==> config.mk <==
export PLATFORM = sky130hd
export DESIGN_NAME = prog_loader_flat
export DESIGN_NICKNAME = d
export VERILOG_FILES = /design/src/rtl/prog_loader_if.sv /design/src/rtl/prog_loader.sv /design/src/flat_wrapper.sv
export SDC_FILE = /design/constraint.sdc
export NUM_CORES = 1
export LEC_CHECK = 0
export CAP_MARGIN = 20
export CORE_UTILIZATION = 56
export CTS_CLUSTER_DIAMETER = 50
export DETAILED_ROUTE_END_ITERATION = 8
export GPL_TIMING_DRIVEN = 0
export PLACE_DENSITY_LB_ADDON = 0.25
export SYNTH_ARGS = -nofsm -noshare
export SYNTH_HDL_FRONTEND = slang
export SYNTH_SLANG_ARGS = --single-unit
export TNS_END_PERCENT = 30
==> constraint.sdc <==
create_clock -name clock -period 2.55 [get_ports clock]
set_input_delay 0.765 -clock clock [delete_from_list [all_inputs] [get_ports clock]]
set_output_delay 0.765 -clock clock [all_outputs]
set_load 0.005 [all_outputs]
==> src/rtl/prog_loader_if.sv <==
// Bundles the loader's control strobes, UART byte stream and instruction-memory write port.
// The master side drives the control and byte inputs. The slave side is the loader itself.
interface prog_loader_if #(
    parameter int ADDR_W = 14
);
    logic              start;
    logic              abort;
    logic              byte_valid;
    logic [7:0]        rx_byte;
    logic              mem_we;
    logic [ADDR_W-1:0] mem_addr;
    logic [31:0]       mem_wdata;
    logic              busy;
    logic              done;
    logic [1:0]        err_code;
    logic [ADDR_W:0]   words_loaded;

    modport master (
        output start, abort, byte_valid, rx_byte,
        input  mem_we, mem_addr, mem_wdata, busy, done, err_code, words_loaded
    );

    modport slave (
        input  start, abort, byte_valid, rx_byte,
        output mem_we, mem_addr, mem_wdata, busy, done, err_code, words_loaded
    );
endinterface

==> src/rtl/prog_loader.sv <==
// Packs a length-prefixed UART byte stream into 32-bit words and writes them to instruction memory.
// The frame is a 16-bit big-endian word count followed by that many big-endian 32-bit words.
module prog_loader #(
    parameter int ADDR_W      = 14,
    parameter int TIMEOUT_CYC = 1000000
) (
    input  logic          clock,
    input  logic          rst_n,
    prog_loader_if.slave  bus
);
    localparam int          TMO_W   = $clog2(TIMEOUT_CYC);
    localparam int unsigned MAX_LEN = 32'd1 << ADDR_W;

    typedef enum logic [2:0] {
        S_IDLE,
        S_LEN_HI,
        S_LEN_LO,
        S_DATA,
        S_DONE,
        S_ERR
    } state_t;

    state_t            state_reg,     state_next;
    logic [15:0]       len_reg,       len_next;
    logic [1:0]        byte_cnt_reg,  byte_cnt_next;
    logic [TMO_W-1:0]  tmo_cnt_reg,   tmo_cnt_next;
    logic [23:0]       word_reg,      word_next;
    logic              mem_we_reg,    mem_we_next;
    logic [ADDR_W-1:0] mem_addr_reg,  mem_addr_next;
    logic [31:0]       mem_wdata_reg, mem_wdata_next;
    logic [1:0]        err_reg,       err_next;
    logic [ADDR_W:0]   wl_reg,        wl_next;

    logic [15:0]       len_full;
    logic              tmo_hit;
    logic              last_word;

    always_ff @(posedge clock or negedge rst_n) begin
        if (!rst_n) begin
            state_reg     <= S_IDLE;
            len_reg       <= '0;
            byte_cnt_reg  <= '0;
            tmo_cnt_reg   <= '0;
            word_reg      <= '0;
            mem_we_reg    <= 1'b0;
            mem_addr_reg  <= '0;
            mem_wdata_reg <= '0;
            err_reg       <= '0;
            wl_reg        <= '0;
        end else begin
            state_reg     <= state_next;
            len_reg       <= len_next;
            byte_cnt_reg  <= byte_cnt_next;
            tmo_cnt_reg   <= tmo_cnt_next;
            word_reg      <= word_next;
            mem_we_reg    <= mem_we_next;
            mem_addr_reg  <= mem_addr_next;
            mem_wdata_reg <= mem_wdata_next;
            err_reg       <= err_next;
            wl_reg        <= wl_next;
        end
    end

    assign len_full  = {len_reg[15:8], bus.rx_byte};
    // The counter reaches TIMEOUT_CYC-1 on this idle edge.
    assign tmo_hit   = (tmo_cnt_reg == TMO_W'(TIMEOUT_CYC - 2));
    // The word index is the words-loaded count, so it never wraps within a frame.
    assign last_word = ((32'(wl_reg) + 32'd1) == 32'(len_reg));

    always_comb begin
        state_next     = state_reg;
        len_next       = len_reg;
        byte_cnt_next  = byte_cnt_reg;
        tmo_cnt_next   = tmo_cnt_reg;
        word_next      = word_reg;
        mem_we_next    = 1'b0;
        mem_addr_next  = mem_addr_reg;
        mem_wdata_next = mem_wdata_reg;
        err_next       = err_reg;
        wl_next        = wl_reg;

        if (bus.abort) begin
            state_next    = S_IDLE;
            err_next      = 2'd0;
            byte_cnt_next = '0;
            tmo_cnt_next  = '0;
        end else begin
            case (state_reg)
                S_IDLE, S_DONE, S_ERR: begin
                    if (bus.start) begin
                        state_next    = S_LEN_HI;
                        err_next      = 2'd0;
                        wl_next       = '0;
                        byte_cnt_next = '0;
                        tmo_cnt_next  = '0;
                        len_next      = '0;
                    end
                end
                S_LEN_HI: begin
                    if (bus.byte_valid) begin
                        len_next[15:8] = bus.rx_byte;
                        tmo_cnt_next   = '0;
                        state_next     = S_LEN_LO;
                    end
                end
                S_LEN_LO: begin
                    if (bus.byte_valid) begin
                        len_next      = len_full;
                        tmo_cnt_next  = '0;
                        byte_cnt_next = '0;
                        if (len_full == 16'd0) begin
                            state_next = S_DONE;
                        end else if (32'(len_full) > MAX_LEN) begin
                            state_next = S_ERR;
                            err_next   = 2'd1;
                        end else begin
                            state_next = S_DATA;
                        end
                    end else if (tmo_hit) begin
                        state_next = S_ERR;
                        err_next   = 2'd2;
                    end else begin
                        tmo_cnt_next = tmo_cnt_reg + TMO_W'(1);
                    end
                end
                S_DATA: begin
                    if (bus.byte_valid) begin
                        tmo_cnt_next  = '0;
                        byte_cnt_next = byte_cnt_reg + 2'd1;
                        word_next     = {word_reg[15:0], bus.rx_byte};
                        if (byte_cnt_reg == 2'd3) begin
                            mem_we_next    = 1'b1;
                            mem_addr_next  = wl_reg[ADDR_W-1:0];
                            mem_wdata_next = {word_reg, bus.rx_byte};
                            wl_next        = wl_reg + 1'b1;
                            if (last_word) begin
                                state_next = S_DONE;
                            end
                        end
                    end else if (tmo_hit) begin
                        // A partially assembled word is simply abandoned.
                        state_next = S_ERR;
                        err_next   = 2'd2;
                    end else begin
                        tmo_cnt_next = tmo_cnt_reg + TMO_W'(1);
                    end
                end
                default: state_next = S_IDLE;
            endcase
        end
    end

    assign bus.mem_we       = mem_we_reg;
    assign bus.mem_addr     = mem_addr_reg;
    assign bus.mem_wdata    = mem_wdata_reg;
    assign bus.err_code     = err_reg;
    assign bus.words_loaded = wl_reg;
    assign bus.busy         = (state_reg == S_LEN_HI) || (state_reg == S_LEN_LO) || (state_reg == S_DATA);
    assign bus.done         = (state_reg == S_DONE);
endmodule

==> src/flat_wrapper.sv <==
// flat-port wrapper written by rule: the top's interface ports become plain ports
module prog_loader_flat 
#(
    parameter int ADDR_W      = 14,
    parameter int TIMEOUT_CYC = 1000000
)
  (clock, rst_n, bus_start, bus_abort, bus_byte_valid, bus_rx_byte, bus_mem_we, bus_mem_addr, bus_mem_wdata, bus_busy, bus_done, bus_err_code, bus_words_loaded);
  prog_loader_if #(.ADDR_W(ADDR_W)) bus_i ();
  input  logic clock;
  input  logic rst_n;
  input wire logic [$bits(bus_i.start)-1:0] bus_start;
  input wire logic [$bits(bus_i.abort)-1:0] bus_abort;
  input wire logic [$bits(bus_i.byte_valid)-1:0] bus_byte_valid;
  input wire logic [$bits(bus_i.rx_byte)-1:0] bus_rx_byte;
  output wire logic [$bits(bus_i.mem_we)-1:0] bus_mem_we;
  output wire logic [$bits(bus_i.mem_addr)-1:0] bus_mem_addr;
  output wire logic [$bits(bus_i.mem_wdata)-1:0] bus_mem_wdata;
  output wire logic [$bits(bus_i.busy)-1:0] bus_busy;
  output wire logic [$bits(bus_i.done)-1:0] bus_done;
  output wire logic [$bits(bus_i.err_code)-1:0] bus_err_code;
  output wire logic [$bits(bus_i.words_loaded)-1:0] bus_words_loaded;
  assign bus_i.start = bus_start;
  assign bus_i.abort = bus_abort;
  assign bus_i.byte_valid = bus_byte_valid;
  assign bus_i.rx_byte = bus_rx_byte;
  assign bus_mem_we = bus_i.mem_we;
  assign bus_mem_addr = bus_i.mem_addr;
  assign bus_mem_wdata = bus_i.mem_wdata;
  assign bus_busy = bus_i.busy;
  assign bus_done = bus_i.done;
  assign bus_err_code = bus_i.err_code;
  assign bus_words_loaded = bus_i.words_loaded;
  prog_loader #(.ADDR_W(ADDR_W), .TIMEOUT_CYC(TIMEOUT_CYC)) u_core (.clock(clock), .rst_n(rst_n), .bus(bus_i));
endmodule
* Yosys cells after proc, flatten, opt, wreduce, memory -nomap -nowiden
Cells that the tools add are included. W data, S select, Z words.
Storage, ports and cells: logic and storage cells 103, register bits after elaboration 129, output and inout bits 66
Cells by class: bitwise operators 2, $lt $le $gt $ge 1, $add $sub $neg 4, reductions and logical operators 20, equal/unequal tests 23, mux-type cells 42
Operator list (count):
- $mux W20 | 5
- $pmux W20 S3 | 1
- $mux W15 | 3
- $eq A32 B16 Y1 | 1
- $mux W3 | 10
- $pmux W15 S2 | 1
- $pmux W8 S3 | 1
- $add A20 B1 Y20 const B | 1
- $eq A20 B20 Y1 const B | 1
- $mux W2 | 10
- $reduce_and A4 Y1 | 5
- $add A15 B1 Y16 const B | 1
- $gt A16 B15 Y1 const B | 1
- $logic_not A16 Y1 | 1
- $mux W16 | 1
- $mux W8 | 2
- $pmux W8 S2 | 1
- $add A15 B1 Y15 const B | 1
- $ne A3 B3 Y1 const B | 5
- $reduce_and A5 Y1 | 3
- $ne A4 B3 Y1 const B | 3
- $pmux W2 S3 | 2
- $pmux W3 S4 | 1
- $ne A2 B2 Y1 const B | 4
- 16 further kinds | 27

* Longest topological paths before layout
depth in word-level cells 7, gate-level depth with buffers 9

* Least setup slack after synthesis
Ideal clock, no wire load.
path kind input to register, start point input bus_abort, end point register u_core.tmo_cnt_reg[18], path slack 0.210 ns, setup time 0.078 ns, stages 7, required time 2.472 ns, data arrival time 2.262 ns, buffers on the path 1, cell sequence nor3b_1 -> nand2b_2 -> nor3b_4 -> or4b_4 -> buf_6 -> or4_1 -> a21oi_1
Between the ends: cells in the longest elaborated chain, start to end 2, elaborated cells between the ends (all ways) 6, classes of those cells 3 x eq/ne; 1 x mux; 2 x reduce/logical
RTL lines:
- from (decl) | RTL line flat_wrapper.sv:12 | input wire logic [$bits(bus_i.abort)-1:0] bus_abort;
- $ne A4 B4 Y1 (no line), or another cell as far along
- $reduce_and A4 Y1 (no line)
- to (signal assigned) | RTL line prog_loader.sv:54 | tmo_cnt_reg <= tmo_cnt_next;
- to (decl) | RTL line prog_loader.sv:26 | logic [TMO_W-1:0] tmo_cnt_reg, tmo_cnt_next;
Parallel ways exist; a longest one is shown, timed or not. A chain may end at the register's enable or synchronous reset.

* Worst setup path in the final report
start point input bus_byte_valid, end point register u_core.tmo_cnt_reg[18]
Between the ends: cells in the longest elaborated chain, start to end 3, elaborated cells between the ends (all ways) 6, classes of those cells 2 x eq/ne; 3 x mux; 1 x reduce/logical
RTL lines:
- from (decl) | RTL line flat_wrapper.sv:13 | input wire logic [$bits(bus_i.byte_valid)-1:0] bus_byte_valid;
- $mux W20 | RTL line prog_loader.sv:127 | if (bus.byte_valid) begin
- $pmux W20 S3 | RTL line prog_loader.sv:88 | case (state_reg)
- $mux W20 | RTL line prog_loader.sv:82 | if (bus.abort) begin
Parallel ways exist; a longest one is shown, timed or not.

==> impl_metrics.tcl <==
set metrics [dict create \
    yosysTopAreaCell "dfrtp_1" \
    yosysSeqAreaShare 0.5150 \
    grt_max_degree 77 \
    io_buffers 78 \
    critPathArrivalTime_ps 3050 \
    die_x_um 107.8 \
    leakage_uw 0.003832 \
    setup_tns_ps -40.58 \
    r2r_slack_ps 60 \
    synthToLayoutAreaGrowth_pct 27.19 \
    cts_hold_repair.buffers 0 \
    drc 0 \
    antenna_found_initial 0 \
    die_h_um 107.8 \
    largest_reg_flops 32 \
    dr.pass1.iters 6 \
    synth.area.top_cells "dfrtp_1 (51%), nand2_1 (15%), o21ai_0 (3.3%), nor2_1 (2.5%), xnor2_1 (2.5%)" \
    end_kind "register" \
    ant_nets 0 \
    yosys_warnings 0 \
    fin_area_um2 7973 \
    path_cells "clkdlybuf4s50_1 > nor3b_1 > o21bai_1 > a21oi_2 > or4b_4 > buf_6 > or4_1 > a21oi_1" \
    die-area_um2 11620 \
    synth_top_area_share 0.5150 \
    power_uw 4923 \
    slew_viol_final 0 \
    clock_skew_ps 11.36 \
    ys_ff_latch 129 \
    cts_root_buffer "clkbuf_8" \
    cts_made_buffers 17 \
    status "complete, but fails checks" \
    max_stage_delay_ps 550 \
    cap_viol_max_count 0 \
    cts_tree "built" \
    syn_inst 724 \
    rsz0062_at_grt "yes" \
    finalSetupViolCount 1 \
    hold_viol_final 0 \
    post_drt_wl_per_cell_um 16.57 \
    num_io_pins 79 \
    syn_area_um2 6269 \
    drt_iter0_drc 352 \
    grt_use_total 0.3002 \
    netlist_top_cells_count "nand2_1 (251), dfrtp_1 (129), nor2_1 (42)" \
    placed_area_um2 7253 \
    syn_avg_cell_area_um2 8.658 \
    fmax_mhz 386.0 \
    clkSinkCount 129 \
    worst_pin_slew_ps 587.5 \
    postLayoutCoreUtil 0.7322 \
    multi_input_area_um2 2888 \
    criticalPathCategory "in2reg" \
    fin_crit_ps 2591 \
    reg2reg_depth 7 \
    hold_class "in2async" \
    grt_pass1_vias 5349 \
    required_ps 3010 \
    clock_latency_ps 550 \
    synthFlopType "dfrtp_1" \
    power_density_nw_per_um2 617.5 \
    final_layout_size_suffix_gt1_frac 0.1020 \
    antenna_cells 0 \
    synth_edf_count 0 \
    cpMaxStageDelayCell "clkdlybuf4s50_1" \
    hpwl_um 11130 \
    violations "negative setup slack" \
    clockBufferDepth 2 \
    gp_congestion 0.8754 \
    maxSlewHeadroom 0.6067 \
    vias 5622 \
    vias_per_cell 5.719 \
    timing.final.crit_share 1.016 \
    grt_pass1_wl_um 26310 \
    overflow 0 \
    rows 38 \
    yosys.cell_types.count 69 \
    synth-async-reset-ratio 1.000 \
    path_clk_slew_ps 50 \
    regArea_um2 3231 \
    setup_ws_ps -40.58 \
    fillers 813 \
    ir_drop_uv 561.4 \
    routed_wl_um 16290 \
    nets 848 \
    cts_htree_levels 4 \
    synth.most_common_cell "nand2_1" \
    synth_nets 741 \
    start_util 0.5757 \
    core-area_um2 10890 \
    path_max_fanout 7 \
    cp-start-kind "primary input" \
]
[layout by cell type, fill, tap and decap left out, types with 11 or more instances in the layout]
cell type / n
nand4_1: 11
clkdlybuf4s50_1: 74
a21oi_1: 18
clkbuf_1: 22
nand2_1: 250
clkbuf_16: 16
o21ai_0: 41
inv_1: 13
dfrtp_1: 127
nand3_1: 18
nor2_1: 39
xnor2_1: 18
[layout make-up]
type / count / area share
Tap cell: 140 / 0.02197
Timing Repair Buffer: 88 / 0.1105
Multi-Input combinational cell: 541 / 0.3622
Sequential cell: 129 / 0.4052
Clock inverter: 9 / 0.01067
Clock buffer: 22 / 0.05681
Buffer: 40 / 0.02574
Inverter: 14 / 0.006905
[per-layer routing]
layer  global-route usage  share of wire  vias to the layer above
met5                    0              0                        -
met4               0.1262          0.020                        0
met1               0.3791           0.43                     2749
met2               0.4991           0.50                      187
met3              0.06416          0.048                       28
li1                     -              -                     2658
[per-stage QoR]
step / cells / worst slack, ps / hold WS, ps
after floorplan: 724 / 209.9 / 438.6
after global placement: 942 / -4095 / 454.9
after detailed placement: 943 / -927.2 / 465.0
after CTS: 975 / -81.72 / 184.9
after global routing: 983 / -63.69 / 204.6
final: 983 / -40.58 / 170.8
[logic make-up after synthesis]
| kind of cell | after synthesis | share of synthesized area |
|---|---|---|
| muxes | 3 | 0.005189 |
| adders and majority gates | 4 | 0.007984 |
| AOI/OAI and AO/OA | 115 | 0.1140 |
| buffers and inverters | 54 | 0.03573 |
| xor gates and xnor gates | 26 | 0.03633 |
| and+or+nand+nor | 393 | 0.2858 |
| DFF | 129 | 0.5150 |
[worst max-delay path, delay by kind of cell]
kind,cells,cell delay [ps]
AOI/OAI and AO/OA,3,500
buffers and inverters,2,700
and+or+nand+nor,3,1080
[final timing paths]
| check | startpoint | to |
|---|---|---|
| max in group asynchronous | rst_n | u_core.bus.mem_wdata[13] |
| min in group clock | u_core.bus.mem_addr[4] | u_core.bus.mem_addr[4] |
| worst max register to register | u_core.bus.words_loaded[3] | u_core.state_reg[1] |
| worst min register to register | u_core.bus.mem_addr[4] | u_core.bus.mem_addr[4] |
| worst min-delay path | rst_n | u_core.bus.words_loaded[0] |
| worst max-delay path | bus_byte_valid | u_core.tmo_cnt_reg[18] |
[report_power, final]
| part | internal, uW | switching (uW) |
|---|---|---|
| clock network | 1330 | 886 |
| registers | 2130 | 83.4 |
| logic | 195 | 294 |
[repair_timing]
item / 4_1_cts / 5_1_grt
hold endpoints to repair: 0 / 0
resized for setup: 23 / 19
endpoints found under the setup margin: 85 / 86
buffers inserted: 1 / 8
pin swaps: 1 / 1
No activity file was read; power rests on OpenSTA's default activity.
